$ cat src/rtl/nbit_serial_add.sv
// Bit-serial N-bit adder: one full-adder slice, registered carry, LSB first.
// Computes sum = a + b + c_in over N cycles, using a start/busy/done handshake.
module nbit_serial_add #(
  parameter int N = 32
) (
  input  logic         clk,
  input  logic         rst,
  input  logic         start,
  input  logic [N-1:0] a,
  input  logic [N-1:0] b,
  input  logic         c_in,
  output logic [N-1:0] sum,
  output logic         c_out,
  output logic         ovf,
  output logic         busy,
  output logic         done
);

  localparam int CW = $clog2(N) + 1;

  typedef enum logic {IDLE, RUN} state_t;

  state_t         state, state_nx;
  logic [N-1:0]   a_sh, b_sh, res, res_nx;
  logic [CW-1:0]  cnt;
  logic           cy, s, carry, last;

  // Full-adder slice on the current LSBs.
  assign s      = a_sh[0] ^ b_sh[0] ^ cy;
  assign carry  = (a_sh[0] & b_sh[0]) | (a_sh[0] & cy) | (b_sh[0] & cy);
  assign last   = (cnt == CW'(N - 1));
  assign res_nx = N'({s, res} >> 1);

  always_ff @(posedge clk) begin
    if (rst) state <= IDLE;
    else     state <= state_nx;
  end

  always_comb begin
    // NOTE: default first so every path assigns state_nx and no latch is inferred.
    state_nx = state;
    case (state)
      IDLE: if (start) state_nx = RUN;
      RUN:  if (last)  state_nx = IDLE;
      default:         state_nx = IDLE;
    endcase
  end

  always_comb begin
    busy = (state == RUN);
  end

  // NOTE: non-blocking assignments here so every register samples pre-edge values.
  always_ff @(posedge clk) begin
    if (rst) begin
      a_sh  <= '0;
      b_sh  <= '0;
      res   <= '0;
      cy    <= 1'b0;
      cnt   <= '0;
      sum   <= '0;
      c_out <= 1'b0;
      ovf   <= 1'b0;
      done  <= 1'b0;
    end else begin
      done <= 1'b0;
      case (state)
        IDLE: begin
          if (start) begin
            a_sh <= a;
            b_sh <= b;
            cy   <= c_in;
            cnt  <= '0;
          end
        end
        RUN: begin
          a_sh <= a_sh >> 1;
          b_sh <= b_sh >> 1;
          cy   <= carry;
          res  <= res_nx;
          cnt  <= cnt + 1'b1;
          if (last) begin
            sum   <= res_nx;
            c_out <= carry;
            // cy still holds the carry into bit N-1 on this edge.
            ovf   <= cy ^ carry;
            done  <= 1'b1;
          end
        end
        default: ;
      endcase
    end
  end

endmodule
$ cat config.mk
export PLATFORM = sky130hd
export DESIGN_NAME = nbit_serial_add
export DESIGN_NICKNAME = d
export VERILOG_FILES = /design/src/rtl/nbit_serial_add.sv
export SDC_FILE = /design/constraint.sdc
export NUM_CORES = 1
export LEC_CHECK = 0
export CAP_MARGIN = 20
export CORE_UTILIZATION = 45
export DETAILED_ROUTE_END_ITERATION = 16
export PLACE_DENSITY = 0.76
export SYNTH_ARGS = -nofsm -noshare
export SYNTH_HDL_FRONTEND = slang
export SYNTH_SLANG_ARGS = --single-unit
$ cat constraint.sdc
create_clock -name clk -period 2.55 [get_ports clk]
set_clock_uncertainty 0.05 [all_clocks]
set_input_delay 0.6375 -clock clk [delete_from_list [all_inputs] [get_ports clk]]
set_output_delay 0.6375 -clock clk [all_outputs]
set_load 0.02 [all_outputs]
### After elaboration in Yosys (flattened, before gate mapping)

Index checks and enable logic that the tools add are counted.

| storage, ports and cells | value |
|---|---|
| register bits after elaboration | 139 |
| output and inout bits | 36 |
| input bits | 68 |
| logic and storage cells | 36 |

| operators by class | value |
|---|---|
| reductions and logical operators | 2 |
| bitwise gates (word level) | 9 |
| multiplexer cells | 12 |
| add/subtract/negate cells | 1 |
| eq/ne operators | 2 |

Operators by type and width:

| kind | count |
|---|---|
| 32-bit case mux with 2 select lines | 2 |
| 32-bit two-way mux | 2 |
| 6-bit case mux with 2 select lines | 1 |
| 6-bit by 1-bit adder with 6-bit output (second input constant) | 1 |
| 6-bit by 5-bit == test with 1-bit output (second input constant) | 1 |
| 6-bit two-way mux | 1 |
| 1-bit two-way mux | 4 |
| 1-bit case mux with 2 select lines | 2 |
| 1-bit bitwise AND | 3 |
| 1-bit XOR | 3 |
| 2-bit inequality test (second input constant) | 1 |
| 1-bit bitwise OR | 2 |
| 2-bit AND reduction | 1 |
| 2-bit OR reduction | 1 |
| 1-bit inverter | 1 |

### Longest topological paths before layout

| logic depth | value |
|---|---|
| depth after elaboration | 4 |
| gate-level depth with buffers | 5 |
| depth with buffers taken out | 4 |

### Least setup slack after synthesis

No wires, ideal clock.

| timing path | value |
|---|---|
| path type | input-to-reg |
| start point | input start |
| end point | register cy |
| data required time | 2372 ps |
| cell stages on the path | 5 |
| slack | 854 ps |
| setup time | 128 ps |
| data arrival time | 1518 ps |
| buffers on the path | 2 |
| path through | clkbuf_1 buf_2 mux2_2 mux2i_1 nor2_1 |

| on the way | value |
|---|---|
| cells in the longest elaborated chain, start to end | 1 |

Ends and longest elaborated chain:

| element | line | text |
|---|---|---|
| start, declared | 8 | `input logic start,` |
| 2-bit inequality test (no line) | n/a |  |
| end signal, assigned | 72 | `cy <= c_in;` |
| end signal, assigned | 79 | `cy <= carry;` |
| end, declared | 26 | `logic cy, s, carry, last;` |

Every way passes these cells.
A chain may end at the register's enable or synchronous reset.

### Worst setup path in the final report

| timing path | value |
|---|---|
| start point | register c_out |
| end point | output c_out |

RTL lines:

| element | line | text |
|---|---|---|
| start, declared | 13 | `output logic c_out,` |
| start signal, assigned | 84 | `c_out <= carry;` |

No word-level cell between the ends.

==> impl_metrics.csv <==
group,metric,value,unit
critical_path,worst_ep_arrival_time,1430,ps
synth,synthMostInstantiatedCell,"dfxtp_1",
place,hpwl,7490,um
synth,syn-instance-count,551,
global_route,antenna_found_initial,0,
flow_run,maxCapViolCount,0,
synth,post-synth-top-area-cell,"dfxtp_1",
place,dp_cells,783,
cells_and_area,antenna-diode-count,0,
die,core.rowCount,41,
critical_path,worstPathCellList,"clkdlybuf4s50_1",
critical_path,worstRegToRegCells,5,
clock_network,clock-sinks,138,
timing,grt_setup_unrepaired,"false",
critical_path,cp_num_cells,1,
detailed_routing,antenna_left,0,
synth,synth-edff-count,0,
cells_and_area,footprint_of_the_multi_input_gates,2920,um2
clock_network,clk_path_buf_depth,2,
power,p_leak,3.02,nW
global_route,maximum_number_of_pins_on_one_net_before_global_route_repair,105,
critical_path,timing.setup.critical_path_class,"flip-flop to output pin",
clock_network,clk-insertion-delay-late,410,ps
clock_network,cts.repair.resized,0,
place,number_of_input_and_output_port_buffers_inserted,103,
critical_path,beginning_of_the_critical_path,"c_out$_SDFFE_PP0P_",
synth,synth_cell_type_count,34,
detailed_routing,routed_wire_length_per_instance,14.8,um
critical_path,r2r_slack,670,ps
timing,period_utilization,0.831,
detailed_routing,vias,4325,
timing,maxClockFrequency,0.472,GHz
detailed_routing,detailedRoute.firstIterationViolations,300,
timing,layout_min_cycle_time,2120,ps
worst_hold_path,hp-class,"flip-flop to flip-flop",
synth,synth.cell_area,5980,um2
place,finalWeightedCongestion,0.701,
synth,synth.top_cells.by_area,"dfxtp_1 46%, mux2i_1 16%, mux2_2 12%",
die,fp.dieArea,13800,um2
clock_network,tritoncts_clock_tree,"done",
timing,final.setup.tns,0,ps
cells_and_area,fill_cells,1030,
clock_network,postCtsSetupRepairBufs,0,
clock_network,cts.reportedPaths.clkPinSlew,50,ps
power,ir_worst_vdd,0.425,mV
timing,tightestPinTransition,640,ps
critical_path,crit_reg_reg_startpoint,"cnt[0]$_SDFFE_PP0P_",
global_route,track_usage,0.188,
synth,netlist.area_leader.share,0.462,
synth,ys_seq_area_frac,0.462,
power,total_power,5.31,mW
die,die_h,117,um
die,ioPinCount,104,
critical_path,timing.critical_path.to,"c_out",
synth,synth_nets,621,
synth,asyncSetResetFlopFracSynth,0,
global_route,via_count_of_the_first_global_routing_pass,4218,
cells_and_area,post_route_cells_drive_above_1_share,0.180,
critical_path,timing.rr.end,"sum[10]$_SDFFE_PP0P_",
critical_path,required,1860,ps
timing,slew_headroom,0.572,
die,start_util,0.468,
global_route,overflow,0,
power,pwr_density_cell,691,nW/um2
critical_path,cp_max_fo,2,
clock_network,clock-root-buffer,"clkbuf_16",
synth,ys.flop_type,"dfxtp_1",
cells_and_area,final_cells,815,
critical_path,cpLargestDelayFamily,"buffers and inverters",
critical_path,critPathLaunchType,"flip-flop",
critical_path,critical-path-slowest-cell,"clkdlybuf4s50_1",
critical_path,crit_path_max_incr_delay,630,ps
clock_network,holdBufCountCts,0,
die,core_region_area,12800,um2
timing,final-setup-viol-count,0,
clock_network,htree_num_levels,4,
timing,final_slew_violations,0,
detailed_routing,drc_violations_left,0,
detailed_routing,wirelength,12000,um
critical_path,critPathCaptureType,"output pin",
timing,hold_viol,0,
synth,synth_common_cells,"138 x dfxtp_1, 98 x nor2_1, 96 x mux2i_1",
detailed_routing,first_pass_iters,4,
detailed_routing,drt-vias-per-instance,5.31,
synth,avgSynthCellArea,10.9,um2
cells_and_area,final-seq-area,2770,um2
cells_and_area,nets,700,
global_route,grt_pass1_wl,20300,um
synth,number_of_flip_flops_and_latches_in_the_synthesized_netlist,138,
synth,yosysWarnings,0,
cells_and_area,area_delta_synth_final,28.5,%
clock_network,cts_buffers,17,
die,die_width,117,um
critical_path,cp_num_buf_inv,1,
status,status,"finished clean",
==> layer usage <==
| metal | vias up | track usage | routed length [um] |
|---|---|---|---|
| li1 | 2153 | - | - |
| met1 | 2046 | 0.230 | 5580 |
| met2 | 112 | 0.306 | 5540 |
| met3 | 14 | 0.0608 | 752 |
| met4 | 0 | 0.0734 | 171 |
| met5 | - | 0 | 0 |
==> sequential cells by signal, indices dropped and copies added, names as in the netlist <==
register and flops:
cy 1, a_sh 32, busy 1, sum 32, done 1, res 31, b_sh 32, ovf 1
cnt 6, c_out 1
==> cells in the final DEF, fill, tap and decap left out, types with 2 or more instances in the layout <==
master	n
a31o_1	30
a21oi_1	7
o311a_2	4
clkbuf_1	2
nor2_1	98
inv_1	2
nor3_1	3
a211oi_1	3
clkbuf_8	6
clkinv_2	4
mux2_2	63
clkbuf_16	17
clkdlybuf4s50_1	101
nand2_1	3
nand3_1	2
bufinv_16	3
buf_12	4
buf_4	6
nor3b_1	3
o311a_1	29
a31o_2	3
mux2i_1	96
dfxtp_1	137
o21a_1	2
==> report_power, final <==
| part | leakage, nW | switching, mW | internal [mW] |
|---|---|---|---|
| Sequential | 1.12 | 0.0427 | 2.23 |
| Clock | 0.313 | 0.872 | 1.69 |
| Combinational | 1.58 | 0.202 | 0.275 |
| Total | 3.02 | 1.12 | 4.20 |
==> kinds of logic after synthesis <==
kind of cell               synth area share
muxes                                 0.279
and+or+nand+nor                      0.0824
AOI/OAI and AO/OA                     0.118
DFF                                   0.462
xor gates and xnor gates            0.00293
buffers and inverters                0.0500
adders and majority gates           0.00544
==> per-stage QoR <==
| step | area (um2) | setup slack [ps] | hold WS, ps | util |
|---|---|---|---|---|
| floorplan | 5980 | 854 | 398 | - |
| global placement | 7060 | 735 | 413 | 0.552 |
| detailed placement | 7060 | 682 | 411 | 0.552 |
| CTS | 7680 | 425 | 429 | 0.601 |
| global route | 7680 | 391 | 458 | 0.601 |
| finish | 7680 | 430 | 430 | 0.601 |
==> worst min-delay path by stage <==
stage	slack, ps	from	cells after the start	endpoint
2_1_floorplan	400	res[1]$_SDFFE_PP0P_	1	sum[0]$_SDFFE_PP0P_
4_1_cts	430	res[1]$_SDFFE_PP0P_	1	sum[0]$_SDFFE_PP0P_
3_5_place_dp	410	res[1]$_SDFFE_PP0P_	1	sum[0]$_SDFFE_PP0P_
3_3_place_gp	410	res[1]$_SDFFE_PP0P_	1	sum[0]$_SDFFE_PP0P_
6_report	430	res[1]$_SDFFE_PP0P_	1	sum[0]$_SDFFE_PP0P_
5_1_grt	460	b_sh[23]$_SDFFE_PP0P_	2	b_sh[22]$_SDFFE_PP0P_
==> layout make-up <==
| cell class | instances | area share |
|---|---|---|
| Inverter | 4 | 0.00195 |
| Sequential cell | 138 | 0.360 |
| Tap cell | 172 | 0.0280 |
| Multi-Input combinational cell | 357 | 0.380 |
| Timing Repair Buffer | 112 | 0.149 |
| Clock buffer | 25 | 0.0671 |
| Clock inverter | 7 | 0.0143 |
Power figures use the tool's default switching activity.
